`src/rtl/cla64_arbiter_seq.sv`:
```
// Round-robin sequencer sharing one external carry-lookahead adder between NREQ requesters,
// with a per-requester stored carry for chained multi-word add/subtract.
module cla64_arbiter_seq #(
    parameter int DW   = 64,
    parameter int NREQ = 2,
    parameter int IDW  = 2
) (
    input  logic               clk,
    input  logic               rst_n,
    input  logic [NREQ-1:0]    req_valid,
    output logic [NREQ-1:0]    req_ready,
    input  logic [NREQ*DW-1:0] req_a,
    input  logic [NREQ*DW-1:0] req_b,
    input  logic [NREQ-1:0]    req_sub,
    input  logic [NREQ-1:0]    req_chain,
    output logic               rsp_valid,
    input  logic               rsp_ready,
    output logic [DW-1:0]      rsp_sum,
    output logic               rsp_cout,
    output logic               rsp_ovf,
    output logic [IDW-1:0]     rsp_id,
    output logic [DW-1:0]      add_a,
    output logic [DW-1:0]      add_b,
    output logic               add_cin,
    input  logic [DW-1:0]      add_sum,
    input  logic               add_cout,
    output logic [31:0]        op_count
);

    localparam int NPAD = 2 ** IDW;

    logic [NREQ-1:0] carry_q_reg;
    logic [IDW-1:0]  rr_ptr_reg;
    logic [IDW-1:0]  rr_ptr_next;
    logic [IDW-1:0]  grant_idx;
    logic [IDW-1:0]  cand;
    logic            grant_any;
    logic            free;
    logic            ovf_next;
    logic [NREQ-1:0] grant_vec;

    // Per-requester views padded to 2**IDW entries so an IDW-bit index always fits exactly.
    logic [NPAD-1:0] valid_pad;
    logic [NPAD-1:0] sub_pad;
    logic [NPAD-1:0] chain_pad;
    logic [NPAD-1:0] carry_pad;
    logic [DW-1:0]   a_pad [NPAD];
    logic [DW-1:0]   b_pad [NPAD];

    generate
        for (genvar gi = 0; gi < NPAD; gi++) begin : g_pad
            if (gi < NREQ) begin : g_live
                assign valid_pad[gi] = req_valid[gi];
                assign sub_pad[gi]   = req_sub[gi];
                assign chain_pad[gi] = req_chain[gi];
                assign carry_pad[gi] = carry_q_reg[gi];
                assign a_pad[gi]     = req_a[gi*DW +: DW];
                assign b_pad[gi]     = req_b[gi*DW +: DW];
            end else begin : g_unused
                assign valid_pad[gi] = 1'b0;
                assign sub_pad[gi]   = 1'b0;
                assign chain_pad[gi] = 1'b0;
                assign carry_pad[gi] = 1'b0;
                assign a_pad[gi]     = '0;
                assign b_pad[gi]     = '0;
            end
        end

        for (genvar gi = 0; gi < NREQ; gi++) begin : g_ready
            assign grant_vec[gi] = grant_any && (grant_idx == IDW'(gi));
        end
    endgenerate

    assign req_ready = grant_vec;
    assign free      = !rsp_valid || rsp_ready;

    // Scan the rotated order from the far end so the candidate nearest rr_ptr wins last.
    always_comb begin
        grant_any = 1'b0;
        grant_idx = '0;
        cand      = '0;
        if (free) begin
            for (int k = NREQ - 1; k >= 0; k--) begin
                cand = IDW'((int'(rr_ptr_reg) + k) % NREQ);
                if (valid_pad[cand]) begin
                    grant_any = 1'b1;
                    grant_idx = cand;
                end
            end
        end
    end

    assign rr_ptr_next = (grant_idx == IDW'(NREQ - 1)) ? '0 : grant_idx + IDW'(1);

    // Subtract is A + ~B + 1; a chained word replaces that 1 with the stored not-borrow.
    always_comb begin
        add_a   = '0;
        add_b   = '0;
        add_cin = 1'b0;
        if (grant_any) begin
            add_a   = a_pad[grant_idx];
            add_b   = sub_pad[grant_idx] ? ~b_pad[grant_idx] : b_pad[grant_idx];
            add_cin = chain_pad[grant_idx] ? carry_pad[grant_idx] : sub_pad[grant_idx];
        end
    end

    assign ovf_next = (add_a[DW-1] == add_b[DW-1]) && (add_sum[DW-1] != add_a[DW-1]);

    always_ff @(posedge clk or negedge rst_n) begin
        if (!rst_n) begin
            rsp_valid  <= 1'b0;
            rsp_sum    <= '0;
            rsp_cout   <= 1'b0;
            rsp_ovf    <= 1'b0;
            rsp_id     <= '0;
            rr_ptr_reg <= '0;
            op_count   <= '0;
        end else if (grant_any) begin
            rsp_valid  <= 1'b1;
            rsp_sum    <= add_sum;
            rsp_cout   <= add_cout;
            rsp_ovf    <= ovf_next;
            rsp_id     <= grant_idx;
            rr_ptr_reg <= rr_ptr_next;
            op_count   <= op_count + 32'd1;
        end else if (rsp_ready) begin
            rsp_valid  <= 1'b0;
        end
    end

    always_ff @(posedge clk or negedge rst_n) begin
        if (!rst_n) begin
            carry_q_reg <= '0;
        end else begin
            for (int i = 0; i < NREQ; i++) begin
                if (grant_vec[i]) carry_q_reg[i] <= add_cout;
            end
        end
    end

endmodule

```
`config.mk`:
```
export PLATFORM = sky130hd
export DESIGN_NAME = cla64_arbiter_seq
export DESIGN_NICKNAME = d
export VERILOG_FILES = /design/src/rtl/cla64_arbiter_seq.sv
export SDC_FILE = /design/constraint.sdc
export NUM_CORES = 1
export LEC_CHECK = 0
export BUFFER_PORTS_ARGS = -buffer_cell sky130_fd_sc_hd__buf_2
export CORE_AREA = 2 2 216 218
export CTS_CLUSTER_DIAMETER = 100
export DETAILED_ROUTE_END_ITERATION = 6
export DIE_AREA = 0 0 218 220
export GPL_TIMING_DRIVEN = 1
export PLACE_DENSITY = 0.4
export SKIP_CTS_REPAIR_TIMING = 1
export SLEW_MARGIN = 20
export SYNTH_ARGS = -nofsm -noshare
export SYNTH_HDL_FRONTEND = slang
export SYNTH_SLANG_ARGS = --single-unit
```
`constraint.sdc`:
```
create_clock -name clk -period 2.3 [get_ports clk]
set_input_delay 0.345 -clock clk [delete_from_list [all_inputs] [get_ports clk]]
set_output_delay 0.345 -clock clk [all_outputs]
set_load 0.01 [all_outputs]
```
* Word level (Yosys, flattened, before mapping)
Cells that the tools add are included.
** Cells by class
- Equal/unequal tests :: 3
- Add/sub/neg operators :: 3
- $lt $le $gt $ge :: 4
- Muxes and demuxes :: 30
- Reductions and logical operators :: 7
- Bitwise logic cells :: 3
** Operators with widths (count)
- 64-bit two-way mux :: 7
- 64-bit binary-select mux with 2-bit select :: 2
- 64-bit inverter :: 1
- 32-bit by 1-bit adder with 32-bit output, second input constant :: 1
- 1-bit two-way mux :: 14
- 1-bit binary-select mux with 2-bit select :: 4
- 2-bit by 3-bit less-than comparator with 1-bit output, second input constant :: 2
- 2-bit two-way mux :: 3
- 3-bit greater-or-equal comparator, second input constant :: 1
- 1-bit logical AND :: 3
- 1-bit by 3-bit less-than comparator with 1-bit output, second input constant :: 1
- 2-bit inverter with 3-bit output :: 1
- 1-bit adder, second input constant :: 2
- 2-bit by 1-bit equality test with 1-bit output, second input constant :: 1
- 2-bit logical NOT :: 1
- 2-bit nonzero test :: 1
- 1-bit bitwise AND, first input constant :: 1
- 1-bit equality test :: 1
- 1-bit logical NOT :: 1
- 1-bit logical OR :: 1
- 1-bit != test :: 1
** Word-level totals
- Word-level logic and storage cells :: 59
- Input bits :: 330
- Register bits after elaboration :: 104

* Longest topological paths before layout
- Word-level depth :: 16
- Depth in mapped cells :: 8
- Gate-level depth less buffers :: 6

* Worst setup path after synthesis
Ideal clock, no wire load.
- Kind :: input -> output
- Start :: input rsp_ready
- End :: output add_b[15]
- Required time :: 1.955 ns
- Slack :: 0.382 ns
- Stages on the path :: 7
- Arrival :: 1.573 ns
- Path through :: nand2b_1 > nand3_1 > buf_4 > buf_2 > mux2i_1 > xnor2_1 > nor2_1
** On the way
- Cells in the longest elaborated chain, start to end :: 9
- Elaborated cells on any way between the ends :: 12
- Those cells by class :: mux: 9; bitwise: 2; reduce/logical: 1
** Ends and longest elaborated chain
- start, declared :: RTL line 17 : input logic rsp_ready,
- 1-bit logical OR * :: RTL line 75 : assign free = !rsp_valid || rsp_ready;
- 2-bit two-way mux :: RTL line 82 : if (free) begin
- 2-bit inverter with 3-bit output (implied by the code) :: RTL line 102 : add_b = sub_pad[grant_idx] ? ~b_pad[grant_idx] : b_pad[grant_idx];
- 64-bit binary-select mux with 2-bit select :: RTL line 102
- 64-bit two-way mux (implied by the code) (2 in a row) :: RTL line 102
- 64-bit inverter :: RTL line 102
- 64-bit two-way mux :: RTL line 102
- 64-bit two-way mux * :: RTL line 100 : if (grant_any) begin
- end, declared :: RTL line 23 : output logic [DW-1:0] add_b,
Every way passes the cells marked *; elsewhere a longest branch is shown, timed or not. The select of a mux whose other input is x is not followed.

* Worst setup path in the final report
- Start :: register rsp_valid
- End :: output add_b[8]
** On the way
- Cells in the longest elaborated chain, start to end :: 10
- Elaborated cells on any way between the ends :: 13
- Those cells by class :: mux: 9; bitwise: 2; reduce/logical: 2
** Ends and longest elaborated chain
- start, declared :: RTL line 16 : output logic rsp_valid,
- start signal, assigned :: RTL line 111 : rsp_valid <= 1'b0;
- start signal, assigned :: RTL line 119 : rsp_valid <= 1'b1;
- start signal, assigned :: RTL line 127 : rsp_valid <= 1'b0;
- 1-bit logical NOT * :: RTL line 75
- 1-bit logical OR * :: RTL line 75
- 2-bit two-way mux :: RTL line 82
- 2-bit inverter with 3-bit output (implied by the code) :: RTL line 102
- 64-bit binary-select mux with 2-bit select :: RTL line 102
- 64-bit two-way mux (implied by the code) (2 in a row) :: RTL line 102
- 64-bit inverter :: RTL line 102
- 64-bit two-way mux :: RTL line 102
- 64-bit two-way mux * :: RTL line 100
Marks and branches as above.

==> impl_results.md <==
* CTS tree: built
* # H-tree levels at 3
* Flop-to-flop setup slack at 370 ps
* Worst hold path type: in -> reg
* Layout cell share with drive strength beyond 1 at 52.4%
* Clock latency on the worst-skew pair at 360 ps
* Ys Warns at 0
* Via count at 7408
* GRT Residual Overflow at 0
* Wire per inst at 17.1 µm
* Post-Route Skew at 13.6 ps
* Crit path DAT at 2140 ps
* Share of flip-flops with an asynchronous set or reset at 100%
* Initial antenna violation count at 15
* Routed Antenna Nets at 0
* Nets@finish at 1634
* Via density at 3.86
* Synth top area cells: dfrtp_1, nand2_1, xnor2_1
* Ports at 562
* Port bufs at 560
* Syn-to-layout area delta at 75.5%
* Final max-slew violation count at 0
* Max Cap Viol at 0
* 1st-pass router iterations at 4
* Clock slew at reported path FFs at 80 ps
* Clk root buf: clkbuf_16
* Hold Violations, Final at 0
* Mean area per synthesized cell at 8.79 µm²
* WS Path Type: reg -> out
* Status: complete, but fails checks
* Largest net degree at the start of global routing at 70
* Synth Area in Compound Gates at 9.53%
* Num CTS Buffers at 9
* Fmax at 0.403 GHz
* PD cells at 562 nW/µm²
* RSZ-0062 raised after global routing: yes
* Yosys top cell by area: dfrtp_1
* Tmin final at 2480 ps
* Crit path top cell by count: buf_12
* Post-synthesis simple-gate area fraction at 21.4%
* Final wirelength at 32.9 mm
* Clock tree buffer depth at 2
* Final worst slack at -183 ps
* Vias in the first global route at 6737
* Area share of the largest cell type after synthesis at 40.7%
* Initial Utilization at 13.8%
* Peak supply drop at 0.000286 V
* Dpl cell area at 10100 µm²
* Leakage at 6.29 nW
* RePlAce Congestion at 0.825
* Iter 0 DRT Violations at 400
* Fill count at 5080
* Core Rows at 79
* Overall power at 0.00625 W
* Adder-Cell Fraction of Synth Area at 0.198%
* Final instance area at 11100 µm²
* Worst-path cell chain: nand2b_4, nand3_4, inv_4, mux2i_4, buf_12, buf_12, buf_12, xnor2_1, nor2_1, buf_2
* Startpoint type of the worst setup path: flop
* Xor/xnor cell area share of the yosys netlist at 13.3%
* Placed instance count at 1874
* First-pass GRT wire length at 43.1 mm
* Die Ht at 220 µm
* Final setup fails at 64
* Chip width at 218 µm
* Endpoint class of the critical path: output port
* Critical path's largest stage delay at 420 ps
* Tcrit/Tclk final at 108%
* Clock sinks at 103
* Yosys reg bits at 103
* DRC at 0
* Synth cell types at 34
* CP max-delay cell: dfrtp_1
* Post-synth EDFFs at 0
* Fin cells at 1919
* Failing checks: setup timing
* CP Max Fanout at 8
* Largest family of logic cells by synthesized area: simple AND/OR/NAND/NOR gates
* GRT Total Usage at 12.1%
* Multiplexer share of the synthesized area at 10.5%
* Share of the yosys chip area belonging to registers at 40.7%
* Cells after synthesis at 720
* Die ar. at 48000 µm²
* Core area at 45900 µm²
* Required time of the worst setup path at 1960 ps
* Mapped Area at 6330 µm²
* Ys flop type: dfrtp_1
* Largest register FFs at 64
* Post-DP HPWL at 25.8 mm
* Syn_nets at 1051
power breakdown:
part,switching (W),internal [W]
logic,0.00130,0.00120
registers,0.000169,0.00204
clock network,0.000759,0.000781
per-layer routing:
layer	vias up	GRT usage (%)	share of wire, %
met5	-	0	0.23
met4	12	3.90	1.8
met3	37	3.41	7.6
met2	345	18.9	47
met1	3452	16.0	43
li1	3562	-	-
Yosys cell counts, types with 3 or more instances:
| cell type | number |
|---|---|
| mux2i_1 | 65 |
| nand3_1 | 12 |
| and4_1 | 5 |
| buf_1 | 5 |
| nor2_1 | 70 |
| xor2_1 | 6 |
| a22o_1 | 63 |
| dfrtp_1 | 103 |
| nand4_1 | 9 |
| buf_2 | 11 |
| inv_1 | 3 |
| xnor2_1 | 90 |
| buf_4 | 3 |
| buf_6 | 6 |
| nand2_1 | 218 |
| clkbuf_1 | 26 |
| and3_1 | 3 |
per-stage QoR:
step                setup slack [ps]  setup TNS, ps  hold slack (ps)  util (%)
global route                    -315         -17310              157      24.2
global placement               -15.5          -19.6              193      22.1
detailed placement              1.79              0              190      22.1
finish                          -183          -8620              170      24.2
floorplan                        382              0             49.4         -
CTS                             -339         -26100             -214      22.7
cell families (layout without fill, tap and decap cells):
kind of cell / Yosys count / after routing
AO/OA/AOI/OAI: 70 / 70
multiplexers: 66 / 66
adder cells (fa/ha/maj): 1 / 1
buffers and inverters: 55 / 642
other: 1 / 5
XOR/XNOR: 96 / 96
AND/OR/NAND/NOR: 328 / 329
flip-flops: 103 / 103
critical path: cells and delay by family (launching register included):
family                 cells  cell delay (ps)
AND/OR/NAND/NOR            3              280
multiplexers               1              250
flip-flops                 1              420
XOR/XNOR                   1              120
buffers and inverters      5              690
path summary, 6_finish.rpt:
check | from | to | cells after the start
setup / recovery | rsp_valid$_DFFE_PN0P_ | add_b[8] | 10
hold / removal | add_sum[12] | rsp_sum[12]$_DFFE_PN0P_ | 3
setup reg to reg | rsp_valid$_DFFE_PN0P_ | rsp_ovf$_DFFE_PN0P_ | 8
hold reg to reg | rsp_sum[4]$_DFFE_PN0P_ | rsp_sum[4]$_DFFE_PN0P_ | 2
max in group asynchronous | rst_n | rsp_sum[15]$_DFFE_PN0P_ | 3
min in group asynchronous | rst_n | rsp_sum[61]$_DFFE_PN0P_ | 2
final cells by class:
type                    instances  area (µm²)  share of cell area, %
multi-input cells             563        3810                   34.3
flip-flops and latches        103        2580                   23.2
clock buffers                  10         239                   2.15
repair buffers                622        3640                   32.8
clock inverters                 6        51.3                  0.462
inverters                       4        17.5                  0.158
diodes                          4        10.0                 0.0901
well taps                     607         759                   6.84
placed cells by master, fill, tap and decap left out, types with 11 or more instances in the layout:
master	count
a22o_1	60
buf_12	17
buf_2	554
buf_4	33
clkbuf_16	14
dfrtp_1	103
mux2i_1	58
nand2_1	218
nand3_1	11
nor2_1	68
xnor2_1	66
xnor2_2	23
Note: power is estimated with default switching activity, not from simulation.
